**config.mk**
```make
export PLATFORM = sky130hd
export DESIGN_NAME = dest_reg_tracker
export DESIGN_NICKNAME = d
export VERILOG_FILES = /design/src/rtl/dest_reg_tracker.sv
export SDC_FILE = /design/constraint.sdc
export NUM_CORES = 1
export LEC_CHECK = 0
export BUFFER_PORTS_ARGS = -buffer_cell sky130_fd_sc_hd__buf_2
export CAP_MARGIN = 20
export CORE_MARGIN = 4
export CORE_UTILIZATION = 50
export DETAILED_ROUTE_END_ITERATION = 8
export GPL_TIMING_DRIVEN = 1
export PLACE_DENSITY = 0.92
export SLEW_MARGIN = 20
export SYNTH_ARGS = -nofsm -noshare
export SYNTH_HDL_FRONTEND = slang
export SYNTH_SLANG_ARGS = --single-unit
```
**constraint.sdc**
```tcl
create_clock -name clk -period 3.6 [get_ports clk]
set_input_delay 0.18 -clock clk [delete_from_list [all_inputs] [get_ports clk]]
set_output_delay 0.18 -clock clk [all_outputs]
set_load 0.02 [all_outputs]
```
**src/rtl/dest_reg_tracker.sv**
```systemverilog
// Destination-register pipeline chain (ID->EX->MEM->WB) feeding the EX forwarding
// selector, with load-use hazard detection and a saturating stall-event counter.
module dest_reg_tracker #(
  parameter int REG_AW = 5,
  parameter int CNT_W  = 16
) (
  input  logic              clk,
  input  logic              rst_n,
  input  logic              hold,
  input  logic              flush_ex,
  input  logic              id_valid,
  input  logic [REG_AW-1:0] id_rs,
  input  logic [REG_AW-1:0] id_rt,
  input  logic              id_rs_used,
  input  logic              id_rt_used,
  input  logic [REG_AW-1:0] id_rd,
  input  logic              id_regwrite,
  input  logic              id_memread,
  output logic [REG_AW-1:0] ex_rd,
  output logic [REG_AW-1:0] mem_rd,
  output logic [REG_AW-1:0] wb_rd,
  output logic              ex_we,
  output logic              mem_we,
  output logic              wb_we,
  output logic              load_use_stall,
  output logic [CNT_W-1:0]  stall_cnt
);

  logic ex_memread;
  logic we_in;
  logic ex_bubble;

  // Writes to $0 are dropped at entry so forwarding never matches register zero.
  assign we_in = id_valid & id_regwrite & (id_rd != '0);

  assign load_use_stall = ex_memread & ex_we & id_valid &
                          ((id_rs_used & (id_rs == ex_rd)) |
                           (id_rt_used & (id_rt == ex_rd)));

  // Flush dominates stall: both turn the EX entry into a bubble.
  assign ex_bubble = flush_ex | load_use_stall;

  // NOTE: state registers use non-blocking assignments so every stage samples the
  // pre-edge value of its predecessor; blocking here would collapse the chain.
  always_ff @(posedge clk or negedge rst_n) begin
    if (!rst_n) begin
      ex_rd      <= '0;
      ex_we      <= 1'b0;
      ex_memread <= 1'b0;
      mem_rd     <= '0;
      mem_we     <= 1'b0;
      wb_rd      <= '0;
      wb_we      <= 1'b0;
      stall_cnt  <= '0;
    end else if (!hold) begin
      wb_rd  <= mem_rd;
      wb_we  <= mem_we;
      mem_rd <= ex_rd;
      mem_we <= ex_we;
      if (ex_bubble) begin
        ex_rd      <= '0;
        ex_we      <= 1'b0;
        ex_memread <= 1'b0;
      end else begin
        ex_rd      <= we_in ? id_rd : '0;
        ex_we      <= we_in;
        ex_memread <= we_in & id_memread;
      end
      if (load_use_stall && !flush_ex && !(&stall_cnt))
        stall_cnt <= stall_cnt + CNT_W'(1);
    end
  end

endmodule

```
## Word-level counts from Yosys, hierarchy flattened

Cells that the tools add are included.

- Word-level logic and storage cells: 33
- Flip-flop bits (word level): 35
- Output and inout bits: 35

- $add $sub $neg: 1
- Mux-type cells: 4
- Equality and inequality tests: 2
- Reductions and logical operators: 7
- Bitwise operators: 11

Operator list:

| cell | count |
|---|---|
| adder 16 x 1 -> 16 bit, second input constant | 1 |
| AND reduction 16 bit | 1 |
| == test 5 bit | 2 |
| 2-to-1 mux 5 bit | 2 |
| bitwise AND 1 bit | 8 |
| nonzero test 5 bit | 1 |
| logical AND 1 bit | 2 |
| zero test 1 bit | 2 |
| 2-to-1 mux 1 bit | 2 |
| bitwise OR 1 bit | 2 |
| AND reduction 2 bit | 1 |
| NOT 1 bit | 1 |

## Depth between registers and ports, before layout

Gate-level depths: netlist of the first run.

- Depth after elaboration: 7
- Mapped depth: 6
- Gate-level depth less buffers: 6

## Least setup slack after synthesis of the first run

No wires, ideal clock.

- Kind: register to register
- Start point: reg stall_cnt[0]
- End point: reg stall_cnt[15]
- Stages on the path, launching flop included: 7
- Slack: 1.613 ns
- Clock period less this slack: 1.987 ns
- Data arrival time: 1.907 ns
- Cells stage by stage: dfrtp_1 > ha_1 > and4_4 > and4bb_4 > or4_4 > nor3b_2 > xor2_1

- Word-level cells in the longest chain between the ends: 4

RTL lines:

| what | RTL line | source |
|---|---|---|
| start: declaration | 26 | `output logic [CNT_W-1:0] stall_cnt` |
| start signal: assignment | 70 | `stall_cnt <= stall_cnt + CNT_W'(1);` |
| parallel branches: the longest is 4 deep, another holds adder 16 x 1 -> 16 bit | -- |  |

Several ways; the timed one is not identified.
A chain may end at the register's enable or synchronous reset.

## Worst setup path after layout of the first run

- Start point: reg ex_rd[4]
- End point: out load_use_stall

- Word-level cells in the longest chain between the ends: 4

RTL lines:

| what | RTL line | source |
|---|---|---|
| start: declaration | 19 | `output logic [REG_AW-1:0] ex_rd,` |
| start signal: assignment | 65 | `ex_rd <= we_in ? id_rd : '0;` |
| == test 5 bit, on equally long branches | 37, 38 |  |
| bitwise AND 1 bit, on equally long branches | 37, 38 |  |
| bitwise OR 1 bit (*) | 37 | `((id_rs_used & (id_rs == ex_rd)) \|` |
| bitwise AND 1 bit (*) | 36 | `assign load_use_stall = ex_memread & ex_we & id_valid &` |
| end: declaration | 25 | `output logic load_use_stall,` |

Every way passes the cells marked *; elsewhere a longest branch is shown, timed or not.

==> results of run 1 <==
-- cell type report --
class                   count  area, um^2
repair buffers             59         300
flip-flops and latches     35         876
multi-input cells         100         776
clock buffers               5        37.5
clock inverters             3        20.0
well taps                  44        55.1
fillers                   259        1040
-- state kept, by name (all words and copies together), names as in the netlist --
name / cells
ex_memread: 1
mem_we: 1
wb_rd: 5
wb_we: 1
stall_cnt: 16
ex_rd: 5
mem_rd: 5
ex_we: 1
-- cells in the mapped netlist --
cell type | number | area (um^2)
buf_1 | 1 | 3.75
nor2_1 | 5 | 18.8
and4_1 | 2 | 17.5
and4bb_4 | 1 | 16.3
nor3b_2 | 1 | 12.5
nand3b_1 | 1 | 7.51
or4_1 | 1 | 7.51
or4_4 | 1 | 11.3
nand4b_1 | 1 | 8.76
nor4_1 | 1 | 6.26
nand2_1 | 7 | 26.3
nand3_1 | 14 | 70.1
mux2_2 | 13 | 146
clkbuf_1 | 1 | 3.75
a22o_1 | 6 | 52.6
nand4_1 | 8 | 50.1
dfrtp_1 | 35 | 876
and4_4 | 1 | 11.3
nor3_1 | 1 | 5.00
o22ai_1 | 1 | 6.26
a21o_1 | 1 | 7.51
nor3_2 | 1 | 10.0
o22ai_2 | 1 | 12.5
o2111ai_1 | 1 | 8.76
and3_1 | 5 | 31.3
ha_1 | 1 | 12.5
xnor2_1 | 24 | 210
xor2_1 | 1 | 8.76
-- through the flow --
| stage | cells | setup slack [ps] | hold WS [ps] |
|---|---|---|---|
| after floorplan | 137 | 1610 | -116 |
| after global placement | 237 | 1650 | 293 |
| after detailed placement | 237 | 1570 | 290 |
| after CTS | 246 | 1440 | 45.0 |
| after global routing | 246 | 1310 | 45.6 |
| final | 246 | 1460 | 56.2 |
-- critical path: stages (launching register included) --
cell and delay [ps]:
dfrtp_1 470, xnor2_1 260, nand4_1 120, o22ai_1 500, buf_2 280
-- power breakdown --
| group | switching (W) | leakage [nW] | internal (W) |
|---|---|---|---|
| Combinational | 0.0000463 | 0.527 | 0.0000337 |
| Clock | 0.000131 | 0.0272 | 0.0000745 |
| Sequential | 0.00000878 | 0.484 | 0.000403 |
-- routing by layer --
metal | GRT usage, % | up-vias | part of all wire (%)
li1 | - | 635 | -
met1 | 22.9 | 665 | 41
met2 | 34.1 | 37 | 53
met3 | 4.79 | 9 | 3.4
met4 | 7.77 | 0 | 2.0
met5 | 0 | - | 0
-- cell families after synthesis --
| family | share of synthesized area, % |
|---|---|
| fa+ha+maj | 0.754 |
| buf+inv | 0.452 |
| simple gates | 18.7 |
| flops | 52.8 |
| xor+xnor | 13.2 |
| compound gates | 5.28 |
| mux | 8.82 |
-- layout by cell type (no fill, tap or decap), drive strengths merged, types with 2 or more instances in the layout --
cell      instances
xnor2            24
nand2             7
nor2              5
clkbuf            5
or4               2
clkinvlp          2
and3              5
and4              3
nor3              2
nand3            14
dfrtp            35
mux2             13
o22ai             2
nand4             8
buf              58
a22o              6
-- worst max-delay path by stage --
| stage | from | endpoint | slack, ps | cells after the start |
|---|---|---|---|---|
| after global placement | stall_cnt[0] | stall_cnt[1] | 1650 | 6 |
| after global routing | ex_rd[4] | load_use_stall | 1310 | 4 |
| after floorplan | stall_cnt[0] | stall_cnt[15] | 1610 | 6 |
| final | ex_rd[4] | load_use_stall | 1460 | 4 |
| after CTS | ex_rd[4] | load_use_stall | 1440 | 4 |
| after detailed placement | stall_cnt[0] | stall_cnt[1] | 1570 | 6 |
==> results.yml, run 1 <==
status:
  status: "finished, final reports clean"
setup_path:
  crit_arrival_ps: 1960
  r2r-end: "stall_cnt[1]"
  startpoint_type: "flop"
  cp.required_ps: 3420
  r2r_setup_slack_ps: 1530
  crit-reg2reg-launch: "stall_cnt[0]"
  reg2reg_depth: 6
  crit_fanout: 8
  critPathKind: "flop to output pin"
  endpoint_kind: "output pin"
layout:
  final_core_util_pct: 66.5
  nets: 226
  area_growth_pct: 24.4
  drive_gt1_share_pct: 42.1
  final_area_um2: 2060
  diodes: 0
logic_synthesis:
  syn_area_um2: 1660
  yosysUniqueCellTypes: 28
  ys_seq_area_share_pct: 52.8
  synth_cells: 137
  syn_area_per_cell_um2: 12.1
  synth-seq-cells: 35
  synth-warning-count: 0
  syn-num-nets: 162
detailed_routing:
  wl_per_cell_um: 15.6
  vias: 1346
  first_pass_iters: 4
  drcViolationCount: 0
  ant_nets: 0
  wl_um: 3840
  viasPerCell: 5.47
  drt_iter0_markers: 50
floorplan:
  dieWidth_um: 65.6
  pin_count: 59
  die-area_um2: 4300
  coreArea_um2: 3100
  start_util_pct: 53.5
  die_h_um: 65.6
  row_count: 20
clock_tree:
  postCtsSetupBuffers: 0
  cts_buffer_depth: 2
  cts_buffers: 5
  cts_resized: 0
  htree_levels: 2
  hold_buffers: 1
  cts_tree: "yes"
  cts.clk_slew.worst_paths_ps: 110
  cts-root-buf: "clkbuf_4"
  clk_latency_ps: 340
  cts.sinks: 35
worst_hold_path:
  holdCritPathClass: "input pin to flop"
  min-delay-start: "id_memread"
  holdPathStages: 2
  min_to: "ex_memread"
sta:
  fin_crit_sh_pct: 59.5
  grt_setup_unrepaired: "false"
  setup_violations: 0
  setup_tns_ps: 0
  period_needed_ps: 2140
  slew_headroom_pct: 49.3
  drv_slew: 0
  timing.fmax_mhz: 466
  finalHoldViolCount: 0
  worst_pin_slew_ps: 761
  skew_ps: 10.3
global_route:
  grt_pass1_vias: 1376
  grt_util_all_layers_pct: 19.6
  antenna_found_initial: 0
  grt_overflow: 0
  grt_max_degree: 36
  grt_pass1_wl_um: 6380
pwr:
  power.density_nw_per_um2: 338
  p_leak_nw: 1.04
  ir_drop_mv: 0.234
  p_total_w: 0.000698
place:
  port_buffers: 58
  dpl.hpwl_um: 2910
  placedInstanceArea_um2: 2000
  place.gp.congestion: 0.890
job:
  max-cap-violations: 0
(Power assumes the default switching activity.)
==> inputs of run 2 (changes only) <==
Settings changed: CORE_UTILIZATION 50 to 44, PLACE_DENSITY 0.92 to 0.87.
Clock period 3.6 ns to 1.8 ns, I/O delays scaled along.
==> run 2 against run 1 <==
First-iteration DRC count grew 48%. Global-route usage shrank 1.6 points. The flow now finishes with violations (negative setup slack). Setup slack lost 1500 ps. Critical path depth grew 4. Sequential share of layout area shrank 5.1 points. Combinational power grew 120%. Total power grew 130%. Routed wire length grew 12%. Clock skew shrank 3.1 ps. Final area grew 14%.
==> results.yml, run 2 (same netlist as run 1, synthesis figures left out) <==
sta:
  period_needed_ps: 1800
  timing.fmax_mhz: 555
  timing.final.ws_setup_ps: -0.462
  grt_setup_unrepaired: "true"
  finalHoldViolCount: 0
  slew_headroom_pct: 48.9
  setup_violations: 1
  drv_slew: 0
  setup_tns_ps: -0.462
  skew_ps: 7.20
  worst_pin_slew_ps: 767
  fin_crit_sh_pct: 100
pwr:
  p_total_w: 0.00164
  ir_drop_mv: 0.533
  p_leak_nw: 1.19
  power.density_nw_per_um2: 696
worst_hold_path:
  holdCritPathClass: "input pin to flop"
floorplan:
  pin_count: 59
  die_h_um: 69.4
  coreArea_um2: 3660
  dieWidth_um: 69.4
  die-area_um2: 4820
  start_util_pct: 45.3
  row_count: 22
detailed_routing:
  drcViolationCount: 0
  ant_nets: 0
  wl_per_cell_um: 15.9
  vias: 1467
  first_pass_iters: 4
  viasPerCell: 5.41
  wl_um: 4310
  drt_iter0_markers: 74
job:
  max-cap-violations: 0
clock_tree:
  cts-root-buf: "clkbuf_8"
  cts_buffer_depth: 2
  cts_buffers: 5
  htree_levels: 2
  cts_tree: "yes"
  cts.clk_slew.worst_paths_ps: 70
  cts.sinks: 35
  clk_latency_ps: 290
global_route:
  grt_overflow: 0
  grt_pass1_wl_um: 6870
  antenna_found_initial: 0
  grt_util_all_layers_pct: 18.0
  grt_max_degree: 36
  grt_pass1_vias: 1473
setup_path:
  endpoint_kind: "flop"
  crit_arrival_ps: 2000
  cp.required_ps: 2000
  critPathKind: "flop to flop"
  crit_fanout: 7
  startpoint_type: "flop"
layout:
  drive_gt1_share_pct: 52.0
  largest_reg_flops: 16
  nets: 247
  final_common_cell: "buf_2"
  final_cell_mix: "buf_2, dfrtp_1, xnor2_1, buf_4"
  top_register: "stall_cnt"
  num-fill-cells: 298
  diodes: 0
  area_growth_pct: 41.9
place:
  dpl.hpwl_um: 3160
  place.gp.congestion: 0.850
  port_buffers: 58
status:
  status: "finished, violations left"
  violations: "negative setup slack"
-- run 2: cell count changes in the layout (fill, tap and decap cells not counted), moves of 2 or more --
cell,delta
buf_4,+19
dfrtp_2,+2
buf_6,+2
clkbuf_4,-5
dfrtp_1,-2
xnor2_1,-4
clkbuf_8,+7
xnor2_2,+4
-- run 2: final cells by class --
| cell class | count | area [um^2] | share of cell area, % |
|---|---|---|---|
| clock buffer | 7 | 96.3 | 4.09 |
| clock inverter | 1 | 7.51 | 0.319 |
| multi-input combinational | 100 | 846 | 35.9 |
| sequential | 35 | 878 | 37.3 |
| tap | 48 | 60.1 | 2.55 |
| timing repair buffer | 80 | 465 | 19.8 |
-- run 2: final timing paths --
check                              start  depth (start not counted)  slack (ps)       endpoint
max in group asynchronous          rst_n                          2         860   stall_cnt[1]
max reg2reg                 stall_cnt[0]                          8        -0.5   stall_cnt[5]
min reg2reg                stall_cnt[14]                          1         490  stall_cnt[14]
max                         stall_cnt[0]                          8        -0.5   stall_cnt[5]
min in group asynchronous          rst_n                          2         400       wb_rd[4]
min                           id_memread                          2          20     ex_memread
-- run 2: worst max-delay path, stage by stage, from the launching register on --
cell and delay [ps]:
dfrtp_2 420, ha_4 170, and4_4 190, and4bb_4 190
buf_6 120, nor3_4 130, buf_6 150, nand3b_1 120
xnor2_1 220
-- run 2: where the power goes --
| part | total, W | internal (W) | leakage (nW) | switching, W |
|---|---|---|---|---|
| Clock | 0.000633 | 0.000348 | 0.0505 | 0.000286 |
| Combinational | 0.000178 | 0.0000775 | 0.658 | 0.000101 |
| Sequential | 0.000826 | 0.000807 | 0.481 | 0.0000182 |
| Total | 0.00164 | 0.00123 | 1.19 | 0.000404 |
-- run 2: metal layers --
| metal | track usage [%] | part of all wire (%) | vias to the layer above |
|---|---|---|---|
| li1 | - | - | 672 |
| met1 | 20.4 | 41 | 732 |
| met2 | 30.3 | 50 | 49 |
| met3 | 5.22 | 5.3 | 14 |
| met4 | 9.76 | 3.4 | 0 |
| met5 | 0 | 0 | - |
-- run 2: stage by stage --
stage | util (%) | hold WS, ps | worst slack [ps] | std cells | cell area, um^2
3_3_place_gp | 59.0 | 204 | -23.7 | 259 | 2160
3_5_place_dp | 59.0 | 212 | -59.9 | 259 | 2160
6_report | 64.3 | 21.6 | -0.462 | 271 | 2350
2_1_floorplan | - | -206 | -119 | 137 | 1680
5_1_grt | 64.3 | 7.95 | -98.3 | 271 | 2350
4_1_cts | 63.0 | 7.02 | -7.64 | 268 | 2300
-- run 2: repair_timing --
action / in CTS / in global routing
gates resized for setup: 5 / 5
hold buffers: 1 / 0
setup buffers: 0 / 3
pin swaps: 5 / 5
endpoints found under the hold margin: 35 / 0
endpoints found under the setup margin: 3 / 20
==> inputs of run 3 (changes only) <==
Settings changed: CORE_UTILIZATION 44 to 40, CTS_BUF_LIST set to sky130_fd_sc_hd__clkbuf_8, PLACE_DENSITY 0.87 to not set, PLACE_DENSITY_LB_ADDON set to 0.12.
==> run 3 against run 2 <==
Non-clock buffer count rose by 2. Total power fell by 6.4%. Critical path type unchanged. Clock power fell by 16%. Highest routed layer unchanged. Global-route usage fell by 0.60 points. Worst hold slack improved by 2.0 ps. Final cell count rose by 1.5%. Sequential share of layout area fell by 0.066 points. First-iteration DRC count rose by 22%. Via count fell by 3.4%. Final area rose by 0.32%. Flip-flop and latch count did not move. The run now ends clean.
==> results.yml, run 3 (same netlist as run 1, synthesis figures left out) <==
detailed_routing:
  ant_nets: 0
  top_layer: "met4"
  routed-wl-met2_um: 2120
  vias: 1417
  drcViolationCount: 0
  viasPerCell: 5.15
  drt_iter0_markers: 90
  met1Wirelength_um: 1690
  wl_met3_um: 245
  wl_um: 4100
  wl_per_cell_um: 14.9
  first_pass_iters: 5
layout:
  top_register: "stall_cnt"
  final_common_cell: "buf_2"
  drive_gt1_share_pct: 53.8
  area_growth_pct: 42.3
  final_cell_mix: "buf_2, dfrtp_1, buf_4, xnor2_1, mux2_2"
  largest_reg_flops: 16
  final_core_util_pct: 59.0
  fin_cells: 275
  nets: 249
  diodes: 0
clock_tree:
  htree_levels: 2
  cts.sinks: 35
  cts_tree: "yes"
  cts_buffer_depth: 2
  cts_buffers: 5
  clk_latency_ps: 290
  cts-root-buf: "clkbuf_8"
  cts.clk_slew.worst_paths_ps: 70
sta:
  worst_pin_slew_ps: 779
  timing.final.ws_setup_ps: 26.9
  setup_violations: 0
  grt_setup_unrepaired: "true"
  skew_ps: 5.52
  period_needed_ps: 1770
  finalHoldViolCount: 0
  drv_slew: 0
  fin_crit_sh_pct: 98.5
  timing.fmax_mhz: 564
  slew_headroom_pct: 48.1
  setup_tns_ps: 0
pwr:
  power_frac_comb_pct: 11.4
  sw_frac_of_total_pct: 25.1
  p_sw_w: 0.000384
  p_leak_nw: 1.20
  ir_drop_mv: 0.612
  clkPwrFrac_pct: 34.8
  p_seq_share_pct: 53.9
  p_total_w: 0.00153
  power.density_nw_per_um2: 649
  p_int_w: 0.00115
setup_path:
  crit_arrival_ps: 1990
  reg2reg_depth: 6
  cp_slowest_stage_delay_ps: 420
  endpoint_kind: "flop"
  critPathKind: "flop to flop"
  cp.required_ps: 2010
  crit_fanout: 2
  path_cells: "ha_4 > and4_4 > and4bb_4 > or4_4 > nor3b_2 > xor2_1"
  crit_slowest_cell: "dfrtp_2"
  startpoint_type: "flop"
floorplan:
  die_h_um: 72.4
  start_util_pct: 41.5
  pin_count: 59
  dieWidth_um: 72.4
  row_count: 23
  coreArea_um2: 4000
  die-area_um2: 5240
global_route:
  antenna_found_initial: 0
  grt_max_degree: 36
  grt_util_all_layers_pct: 17.4
  grt_pass1_vias: 1503
  grt_pass1_wl_um: 7070
  grt_overflow: 0
place:
  place.gp.congestion: 0.836
  port_buffers: 58
  preCtsSetupSlack_ps: -58.5
  dp.cells: 261
  dpl.hpwl_um: 3180
worst_hold_path:
  holdPathStages: 2
  holdCritPathClass: "input pin to flop"
status:
  status: "finished, final reports clean"
job:
  max-cap-violations: 0
## run 3: final timing paths
| check | from | slack (ps) | to |
|---|---|---|---|
| worst max-delay path | stall_cnt[0] | 30 | stall_cnt[15] |
| worst max register to register | stall_cnt[0] | 30 | stall_cnt[15] |
| worst min-delay path | id_memread | 20 | ex_memread |
| min in group asynchronous | rst_n | 430 | stall_cnt[11] |
| worst min register to register | stall_cnt[14] | 500 | stall_cnt[14] |
| max in group asynchronous | rst_n | 830 | ex_rd[2] |
## run 3: cell type report
type,count,area (um^2)
fill,357,1640
sequential,35,880
multi-input combinational,100,858
timing repair buffer,82,477
clock buffer,5,68.8
tap,50,62.6
clock inverter,3,15.0
## run 3: power groups by stage
stage	combinational, W	clock, W	sequential, W
final	0.000174	0.000533	0.000826
after global routing	0.000191	0.000597	0.000828
after CTS	0.000168	0.000556	0.000824
after detailed placement	0.000165	0	0.000839
after global placement	0.000162	0	0.000837
after floorplan	0.0000570	0	0.000863
## run 3: layer usage
metal  vias to the layer above  global-route usage [%]
met2                        42                    28.2
li1                        679                       -
met3                         6                    5.40
met5                         -                       0
met1                       690                    22.4
met4                         0                    4.92
## run 3: metrics by stage
step	cell area (um^2)	hold WS, ps
floorplan	1680	-206
global placement	2160	200
detailed placement	2160	215
CTS	2270	15.0
global route	2360	18.7
finish	2360	23.5
## run 3: critical path, delay by kind of cell, from the launching register on
kind                       cells  cell delay [ps]
and+or+nand+nor                4              960
DFF                            1              420
adders and majority gates      1              160
xor gates and xnor gates       1              150
## run 3: what timing repair did
item	CTS	global route
endpoints found under the setup margin	3	13
buffers inserted	1	4
hold buffers	1	0
gates resized for setup	1	11
pin swaps	5	2
hold endpoints to repair	35	0
